## config.mk

```make
export PLATFORM = sky130hd
export DESIGN_NAME = led_sequencer
export DESIGN_NICKNAME = d
export VERILOG_FILES = /design/src/rtl/led_seq_pkg.sv /design/src/rtl/led_sequencer.sv
export SDC_FILE = /design/constraint.sdc
export NUM_CORES = 1
export LEC_CHECK = 0
export ABC_AREA = 1
export CORE_MARGIN = 4
export CORE_UTILIZATION = 30
export CTS_CLUSTER_DIAMETER = 30
export DETAILED_ROUTE_END_ITERATION = 6
export GPL_TIMING_DRIVEN = 0
export PLACE_DENSITY_LB_ADDON = 0.2
export SETUP_SLACK_MARGIN = 0.02
export SYNTH_ARGS = -nofsm -noshare
export SYNTH_HDL_FRONTEND = slang
export SYNTH_SLANG_ARGS = --single-unit
```

## constraint.sdc

```tcl
create_clock -name clock -period 5.1 [get_ports clock]
set_clock_uncertainty 0.2 [all_clocks]
set_input_delay 1.02 -clock clock [delete_from_list [all_inputs] [get_ports clock]]
set_output_delay 1.02 -clock clock [all_outputs]
set_load 0.03 [all_outputs]
```

## src/rtl/led_seq_pkg.sv

```systemverilog
// led_seq_pkg: shared types and constants for the LED sequencer.
//   state_t     - sequencer FSM states
//   MODE_*      - i_sw[1:0] mode codes
//   SEED_*      - pattern loaded on a mode change or illegal pattern
//   helpers     - mode/state/seed mapping and pattern legality
package led_seq_pkg;

  localparam int LED_W = 4;

  typedef enum logic [2:0] {
    S_LEFT,
    S_RIGHT,
    S_PP_UP,
    S_PP_DOWN,
    S_FLASH
  } state_t;

  localparam logic [1:0] MODE_LEFT  = 2'b00;
  localparam logic [1:0] MODE_RIGHT = 2'b01;
  localparam logic [1:0] MODE_PP    = 2'b10;
  localparam logic [1:0] MODE_FLASH = 2'b11;

  localparam logic [LED_W-1:0] SEED_WALK  = 4'b0001;
  localparam logic [LED_W-1:0] SEED_FLASH = 4'b1111;

  // Mode implied by a state; both ping-pong directions are one mode.
  function automatic logic [1:0] mode_of(input state_t s);
    case (s)
      S_RIGHT:             return MODE_RIGHT;
      S_PP_UP, S_PP_DOWN:  return MODE_PP;
      S_FLASH:             return MODE_FLASH;
      default:             return MODE_LEFT;
    endcase
  endfunction

  // State entered when a mode is (re)seeded; ping-pong always starts upward.
  function automatic state_t seed_state(input logic [1:0] m);
    case (m)
      MODE_RIGHT: return S_RIGHT;
      MODE_PP:    return S_PP_UP;
      MODE_FLASH: return S_FLASH;
      default:    return S_LEFT;
    endcase
  endfunction

  function automatic logic [LED_W-1:0] seed_pat(input logic [1:0] m);
    return (m == MODE_FLASH) ? SEED_FLASH : SEED_WALK;
  endfunction

  // Walking modes need exactly one lit LED; flash needs all-on or all-off.
  function automatic logic pat_legal(input logic [1:0] m, input logic [LED_W-1:0] p);
    if (m == MODE_FLASH) return (p == SEED_FLASH) || (p == '0);
    return (p != '0) && ((p & (p - 1'b1)) == '0);
  endfunction

endpackage

```

## src/rtl/led_sequencer.sv

```systemverilog
// led_sequencer: steps a 4-bit LED pattern (rotate left/right, ping-pong,
// flash) once per enabled i_valid strobe.
//   clock    - system clock, rising edge
//   i_reset  - asynchronous active-high reset
//   i_valid  - step strobe from the count block
//   i_sw     - [1:0] mode, [2] run enable, [3] colour select
//   o_led    - current pattern (the pattern register itself)
//   o_led_g  - pattern when registered colour select is 0, else 0
//   o_led_b  - pattern when registered colour select is 1, else 0
//   o_wrap   - one-cycle pulse after the step that completes a cycle
module led_sequencer
  import led_seq_pkg::*;
(
  input  logic             clock,
  input  logic             i_reset,
  input  logic             i_valid,
  input  logic [3:0]       i_sw,
  output logic [LED_W-1:0] o_led,
  output logic [LED_W-1:0] o_led_g,
  output logic [LED_W-1:0] o_led_b,
  output logic             o_wrap
);

  state_t           state, state_nx;
  logic [LED_W-1:0] pat, pat_nx;
  logic             wrap, wrap_nx;
  logic             sel;
  logic             rst_q;   // high until the first edge after reset release
  logic             vld_q;   // i_valid as seen at the previous edge
  logic             step;

  // i_valid held high through reset is stale; swallow it on the first
  // edge after release.
  assign step = i_valid & i_sw[2] & ~(rst_q & vld_q);

  always_comb begin
    state_nx = state;
    pat_nx   = pat;
    wrap_nx  = 1'b0;
    if ((i_sw[1:0] != mode_of(state)) || !pat_legal(i_sw[1:0], pat)) begin
      state_nx = seed_state(i_sw[1:0]);
      pat_nx   = seed_pat(i_sw[1:0]);
    end else begin
      case (state)
        S_LEFT: begin
          pat_nx  = {pat[LED_W-2:0], pat[LED_W-1]};
          wrap_nx = pat[LED_W-1];
        end
        S_RIGHT: begin
          pat_nx  = {pat[0], pat[LED_W-1:1]};
          wrap_nx = pat[0];
        end
        // Direction flips on the step leaving an end, so the end value
        // is shown for exactly one step.
        S_PP_UP: begin
          if (pat[LED_W-1]) begin
            pat_nx   = {1'b0, pat[LED_W-1:1]};
            state_nx = S_PP_DOWN;
          end else begin
            pat_nx = {pat[LED_W-2:0], 1'b0};
          end
        end
        S_PP_DOWN: begin
          if (pat[0]) begin
            pat_nx   = {pat[LED_W-2:0], 1'b0};
            state_nx = S_PP_UP;
          end else begin
            pat_nx  = {1'b0, pat[LED_W-1:1]};
            wrap_nx = pat[1];
          end
        end
        S_FLASH: begin
          pat_nx  = ~pat;
          wrap_nx = (pat == SEED_FLASH);
        end
        default: begin
          state_nx = S_LEFT;
          pat_nx   = SEED_WALK;
        end
      endcase
    end
  end

  always_ff @(posedge clock or posedge i_reset) begin
    if (i_reset) begin
      state <= S_LEFT;
      pat   <= SEED_WALK;
      sel   <= 1'b0;
      wrap  <= 1'b0;
      rst_q <= 1'b1;
    end else begin
      sel   <= i_sw[3];
      rst_q <= 1'b0;
      wrap  <= 1'b0;
      if (step) begin
        state <= state_nx;
        pat   <= pat_nx;
        wrap  <= wrap_nx;
      end
    end
  end

  // Plain sample of the strobe; it must keep tracking i_valid during reset.
  always_ff @(posedge clock) vld_q <= i_valid;

  assign o_led   = pat;
  assign o_led_g = sel ? '0 : pat;
  assign o_led_b = sel ? pat : '0;
  assign o_wrap  = wrap;

endmodule

```

* After elaboration in Yosys (flattened, before gate mapping)
Index checks and enable logic that the tools add are counted.
Word-level totals: input port bits 7, memory bits (read-only) 0, output and inout bits 13, memories 0, latch bits 0, logic and storage cells 56, RAM bits 0, flip-flop bits (word level) 11
Operators by class: muxes and demuxes 20, reductions and logical operators 11, $mul 0, magnitude comparators 0, eq/ne operators 12, add/sub/neg operators 1, bitwise operators 6, shift operators 0, div/mod/pow operators 0
Operators with widths (number):
- two-way mux 4 bit | 6
- one-hot mux 4 bit (5 select lines) | 1
- one-hot mux 3 bit (3 select lines) | 2
- two-way mux 3 bit | 3
- logical NOT 4 bit | 2
- equality test 3 x 2 -> 1 bit, second input constant | 2
- two-way mux 1 bit | 6
- != test 3 bit, second input constant | 2
- one-hot mux 2 bit (3 select lines) | 1
- bitwise AND 4 bit | 1
- equality test 2 bit, second input constant | 2
- equality test 4 bit, second input constant | 1
- NOT 4 bit | 1
- one-hot mux 1 bit (4 select lines) | 1
- AND reduction 4 bit | 1
- nonzero test 4 bit | 1
- subtractor 4 x 1 -> 4 bit, second input constant | 1
- bitwise AND 1 bit | 3
- equality test 3 x 1 -> 1 bit, second input constant | 1
- equality test 3 bit, second input constant | 1
- logical NOT 3 bit | 1
- OR reduction 3 bit | 1
- equality test 2 x 1 -> 1 bit, second input constant | 1
- logical OR 1 bit | 2
- other kinds (6) | 6

* Longest topological paths before layout
Gate-level depths: netlist (run 1).
depth in word-level cells 9, depth in mapped cells 13, mapped depth without buffers 12

* Worst setup path before layout (run 1)
No wires, ideal clock.
path kind register to output, start point reg pat[0] (netlist: o_led[0]), end point out o_led_g[0], path buffers 1, required time 3.880 ns, stages on the path, launching flop included 4, slack 2.603 ns, arrival 1.277 ns, cell sequence dfstp_2 > buf_4 > inv_1 > nor2_1
Between the ends: longest elaborated chain between the ends 1
RTL lines:
- start, declared | line led_sequencer.sv:25 | logic [LED_W-1:0] pat, pat_nx;
- start signal, assigned | line led_sequencer.sv:97 | pat <= pat_nx;
- two-way mux 4 bit | line led_sequencer.sv:107 | assign o_led_g = sel ? '0 : pat;
- end, declared | line led_sequencer.sv:19 | output logic [LED_W-1:0] o_led_g,
No other way between the ends.

* Final worst setup path (run 1)
Ends and elaborated chain as after synthesis.

==> metrics.cfg, run 1 <==
[worst_setup_path]
setup.worst_path.class=reg2out
cp_cell_sequence=buf_4 > inv_1 > nor2_1 > clkdlybuf4s50_1
endpoint_kind=output pin
rrSetupSlack_ps=3310
path_max_fanout=10
crit_path_max_incr_delay_ps=670
cp-start-kind=flop
crit_arrival_ps=1830
worstPathRequired_ps=3880
critical-path-slowest-cell=clkdlybuf4s50_1

[place]
gp_congestion=0.8656
hpwl_mm=1.759
io_buffers=19

[timing]
max_freq_ghz=0.3276
maxSlewViolCount=0
fin_hold_ws_ps=380.0
fin_setup_tns_ps=0
layout_min_cycle_time_ps=3052
setup_violations=0
hold_viol=0
period_share=0.5985
rsz0062_at_grt=no

[route]
dr.pass1.iters=4
wire_per_inst_um=9.838
wl_met2_mm=1.059
first_iter_violations=39
drcViolationCount=0
routed_wl_mm=2.184
met3_length_um=77
met1_length_mm=1.010
vias=962
ant_nets=0
highest_layer=met4
viasPerCell=4.333

[floorplan]
dieArea_um2=4120
initial_core_util=0.3128
die_w_um=64.19
fp.dieH_um=64.19
num_rows=20
core_area_um2=3028
io_pins=20

[worst_hold_path]
hold_path_class=reg2reg

[clocking]
post_cts_buffers=0
cts_buffer_depth=2
cts_tree=yes
insertion_delay_ps=260
cts_root_buf=clkbuf_4
cts_hold_buf=0
clock-sinks=11
post_cts_resized=0
htreeDepth=1
cts_made_buffers=3
path_clk_slew_ps=70

[power]
finalPower_w=0.0004491
power_density_nw_per_um2=368.5
vdd_drop_max_v=0.0002127
clockPowerShare=0.126
sequentialPowerShare=0.269
intPower_w=0.0002333
p_leak_nw=0.6547
swShare=0.4805
combinationalPowerShare=0.605
power.switching_w=0.0002158

[yosys]
syn_area_um2=947.2
ys_warn_count=0
syn_area_per_cell_um2=6.111
ys_types=24
synth_top_cells_by_area=nand2_1, dfrtp_1, inv_1, nand3_1, nor2_1
synth_top_area_share=0.2259
syn_inst=155
syn-num-nets=162
ys_seq_area_frac=0.2880
yosysTopAreaCell=nand2_1
ys_ff_latch=11

[cells_and_area]
nNetsFinal=186
nFillCells=302
antenna_cells=0
drive_gt1_frac=0.1461
syn2layout_area_growth_pct=28.67
postLayoutCoreUtil=0.4025

[global_routing]
gr-usage-all-layers=0.1091
grt-ovfl-total=0
grt_pass1_wl_mm=3.657
grt_start_max_net_pins=11
antenna_found_initial=0
grt_pass1_vias=916

[run_status]
status=complete, no violations

[flow_run]
drv_cap=0

==> layout by cell type, fill, tap and decap left out, types with 3 or more instances in the layout <==
cell             Yosys  layout
clkinv_1             3       3
clkbuf_4             0       3
nand2_2              8       8
nor2_2               3       3
a21oi_1              7       7
inv_1               20      20
clkdlybuf4s50_1      0      19
nor2_1              15      15
o21ai_0              4       4
nand3_1             12      12
dfrtp_1              8       8
nand2_1             57      57
==> final timing paths <==
check                               from          to  cells after the start
worst max register to register  o_led[0]    state[0]                     11
max in group asynchronous        i_reset    o_led[0]                      2
min in group asynchronous        i_reset    o_led[2]                      2
worst min-delay path            state[2]    state[2]                      2
worst min register to register  state[2]    state[2]                      2
worst max-delay path            o_led[0]  o_led_g[0]                      4
==> power by group through the flow <==
stage / clock (W) / combinational, W / sequential [W]
2_1_floorplan: 0 / 0.000188 / 0.000134
3_3_place_gp: 0 / 0.000272 / 0.000121
3_5_place_dp: 0 / 0.000272 / 0.000122
4_1_cts: 0.0000604 / 0.000273 / 0.000121
5_1_grt: 0.0000647 / 0.000301 / 0.000123
6_report: 0.0000567 / 0.000272 / 0.000121
==> metrics by stage <==
| stage | cell area, um2 | cells | setup WS (ps) |
|---|---|---|---|
| finish | 1219 | 222 | 2048 |
| global route | 1219 | 222 | 1968 |
| CTS | 1219 | 222 | 2035 |
| detailed placement | 1192 | 218 | 2333 |
| global placement | 1192 | 218 | 2336 |
| floorplan | 947.2 | 155 | 2603 |
==> synthesized netlist by cell type <==
master    instances
nand4_1           1
dfxtp_1           1
nor2_2            3
clkinv_1          3
o21ai_0           4
nand3_1          12
dfstp_2           2
a21oi_1           7
dfrtp_1           8
nand2_1          57
a31oi_1           1
buf_4             1
buf_6             2
a211oi_1          1
nand3_4           1
nor2_8            1
nand3_2           2
inv_1            20
conb_1            1
nor2_1           15
inv_2             2
clkbuf_1          1
nand2_2           8
nand2_4           1
==> cells by family after synthesis <==
family / Yosys count / share of synthesized area
AO/OA/AOI/OAI: 13 / 0.07266
buffers and inverters: 29 / 0.1347
flip-flops: 11 / 0.2880
other: 1 / 0.003959
AND/OR/NAND/NOR: 101 / 0.5007
==> final cells by class <==
| type | count | area, um2 | area share |
|---|---|---|---|
| inverter | 25 | 93.84 | 0.07700 |
| sequential | 11 | 272.8 | 0.2238 |
| tap | 44 | 55.05 | 0.04517 |
| buffer | 4 | 33.78 | 0.02772 |
| multi-input combinational | 115 | 546.8 | 0.4487 |
| clock buffer | 4 | 26.28 | 0.02156 |
| timing repair buffer | 19 | 190.2 | 0.1561 |
==> per-layer routing <==
metal / vias to the layer above / GRT usage
li1: 514 / -
met4: 0 / 0.04749
met2: 17 / 0.1923
met5: - / 0
met1: 427 / 0.1323
met3: 4 / 0.01230
==> registers in the layout, indices dropped and copies added, names as in the netlist <==
name    count
o_led       4
state       3
sel         1
rst_q       1
vld_q       1
o_wrap      1
==> critical path: cells and delay by family (launching register included) <==
kind / cells / cell delay (ps)
buffers and inverters: 3 / 940
DFF: 1 / 530
and+or+nand+nor: 1 / 100
No activity file was read; power rests on OpenSTA's default activity.
==> inputs of run 2 (changes only) <==
clock period = 2.4 ns   (was 5.1 ns; I/O delays follow)
==> run 2 against run 1 <==
Utilization fell by 0.083 points. Critical path depth is 1 lower. Die area stayed put. Global-route usage is the same. Via count up 0.62%. Non-clock buffer count shrank 1. Final area decreased by 0.21%. Sequential cell count did not move. Largest power group unchanged.
==> metrics.cfg, run 2 (same netlist as run 1, synthesis figures left out) <==
[run_status]
status=complete, no violations  ; unchanged

[worst_setup_path]
startpoint=o_led[1]  ; was o_led[0]
path_max_fanout=8  ; was 10
reg2regPathDepth=11  ; unchanged
regToRegEndpoint=state[0]  ; unchanged
r2r-start=o_led[0]  ; unchanged
cp-start-kind=flop  ; unchanged
worstPathRequired_ps=1720  ; was 3880 ps
rrSetupSlack_ps=610  ; was 3310 ps
setup.worst_path.class=reg2out  ; unchanged
crit_arrival_ps=1590  ; was 1830 ps
endpoint_kind=output pin  ; unchanged

[power]
intPower_w=0.0004890  ; was 0.0002333 W
power.switching_w=0.0004585  ; was 0.0002158 W
finalPower_w=0.0009474  ; was 0.0004491 W
swShare=0.4839  ; was 0.4805
combinationalPowerShare=0.601  ; was 0.605
p_leak_nw=0.6947  ; was 0.6547 nW
sequentialPowerShare=0.272  ; was 0.269
power_density_nw_per_um2=779.0  ; was 368.5 nW/um2
clockPowerShare=0.127  ; was 0.126
vdd_drop_max_v=0.0004498  ; was 0.0002127 V

[clocking]
cts_tree=yes  ; unchanged
htreeDepth=1  ; unchanged
cts_made_buffers=3  ; unchanged
cts_buffer_depth=2  ; unchanged
post_cts_buffers=0  ; unchanged
insertion_delay_ps=260  ; about the same
clock-sinks=11  ; unchanged
path_clk_slew_ps=70  ; about the same
cts_root_buf=clkbuf_4  ; unchanged

[cells_and_area]
drive_gt1_frac=0.1469  ; was 0.1461
largest_reg_flops=4  ; unchanged
antenna_cells=0  ; unchanged
final_common_cell=nand2_1  ; unchanged
syn2layout_area_growth_pct=28.40  ; was 28.67%
final_cell_mix=nand2_1, inv_1, nor2_1, clkdlybuf4s50_1, nand3_1  ; was nand2_1, inv_1, clkdlybuf4s50_1, nor2_1, nand3_1
nNetsFinal=185  ; was 186
postLayoutCoreUtil=0.4017  ; was 0.4025

[place]
hpwl_mm=1.759  ; unchanged
gp_congestion=0.8656  ; unchanged
io_buffers=19  ; unchanged

[route]
routed_wl_mm=2.190  ; was 2.184 mm
viasPerCell=4.380  ; was 4.333
dr.pass1.iters=4  ; unchanged
wire_per_inst_um=9.910  ; was 9.838 um
drcViolationCount=0  ; unchanged
first_iter_violations=46  ; was 39
vias=968  ; was 962
ant_nets=0  ; unchanged

[timing]
layout_min_cycle_time_ps=2271
period_share=0.9464
setup_violations=0  ; unchanged
max_freq_ghz=0.4403
fin_hold_ws_ps=297.1  ; was 380.0 ps
maxSlewViolCount=0  ; unchanged
fin_setup_tns_ps=0  ; unchanged
hold_viol=0  ; unchanged
rsz0062_at_grt=no  ; unchanged

[global_routing]
grt_pass1_wl_mm=3.657  ; unchanged
gr-usage-all-layers=0.1091  ; unchanged
grt-ovfl-total=0  ; unchanged
grt_pass1_vias=916  ; unchanged
grt_start_max_net_pins=11  ; unchanged
antenna_found_initial=0  ; unchanged

[floorplan]
die_w_um=64.19  ; unchanged
dieArea_um2=4120  ; unchanged
io_pins=20  ; unchanged
core_area_um2=3028  ; unchanged
initial_core_util=0.3128  ; unchanged
num_rows=20  ; unchanged
fp.dieH_um=64.19  ; unchanged

[worst_hold_path]
hold_path_class=in2async  ; was reg2reg

[flow_run]
drv_cap=0  ; unchanged

## run 2: cell count changes in the layout (fill, tap and decap cells not counted), sizes merged
cell	change
clkbuf	-1
clkdlybuf4s50	-5
dlygate4sd2	+3
dlymetal6s2s	+2
## run 2: layer usage
layer / vias up / wire (um) / global-route usage
li1: 512 / - / -
met1: 435 / 1015 / 0.1323
met2: 17 / 1061 / 0.1923
met3: 4 / 77 / 0.01230
met4: 0 / 36 / 0.04749
met5: - / 0 / 0
## run 2: worst max-delay path: stages, from the launching register on
cell             delay (ps)
dfrtp_1                 530
nand2_1                  80
inv_1                    60
clkdlybuf4s50_1         660
## run 2: timing repair
action | CTS | global route
endpoints found under the hold margin | 0 | 0
gates resized for setup | 3 | 2
pin swaps | 0 | 0
hold buffers | 0 | 0
endpoints found under the setup margin | 3 | 5
cloned | 0 | 0
## run 2: through the flow
step / instance area, um2 / std cells / worst slack (ps)
2_1_floorplan: 947.2 / 155 / 443.2
3_3_place_gp: 1192 / 218 / 176.2
3_5_place_dp: 1192 / 218 / 172.5
4_1_cts: 1215 / 222 / 43.63
5_1_grt: 1216 / 221 / 77.60
6_report: 1216 / 221 / 128.6
## run 2: worst max path at each step
stage                             to  slack [ps]  cells past startpoint
final                     o_led_b[1]         130                      3
after global routing      o_led_b[1]          80                      3
after CTS                 o_led_b[1]          40                      4
after detailed placement  o_led_g[0]         170                      4
after global placement    o_led_g[0]         180                      4
after floorplan           o_led_g[0]         440                      3
## run 2: final cells by class
class	count	area, um2
fill	298	1812
multi-input combinational	115	546.8
sequential	11	272.8
timing repair buffer	19	191.4
inverter	25	93.84
tap	44	55.05
buffer	3	30.03
clock buffer	4	26.28
## run 2: power by group through the flow
stage                     Combinational (W)  Clock [W]  Sequential (W)
final                              0.000569   0.000121        0.000258
after global routing               0.000631   0.000138        0.000263
after CTS                          0.000574   0.000128        0.000256
after global placement             0.000578          0        0.000258
after detailed placement           0.000578          0        0.000260
after floorplan                    0.000399          0        0.000286
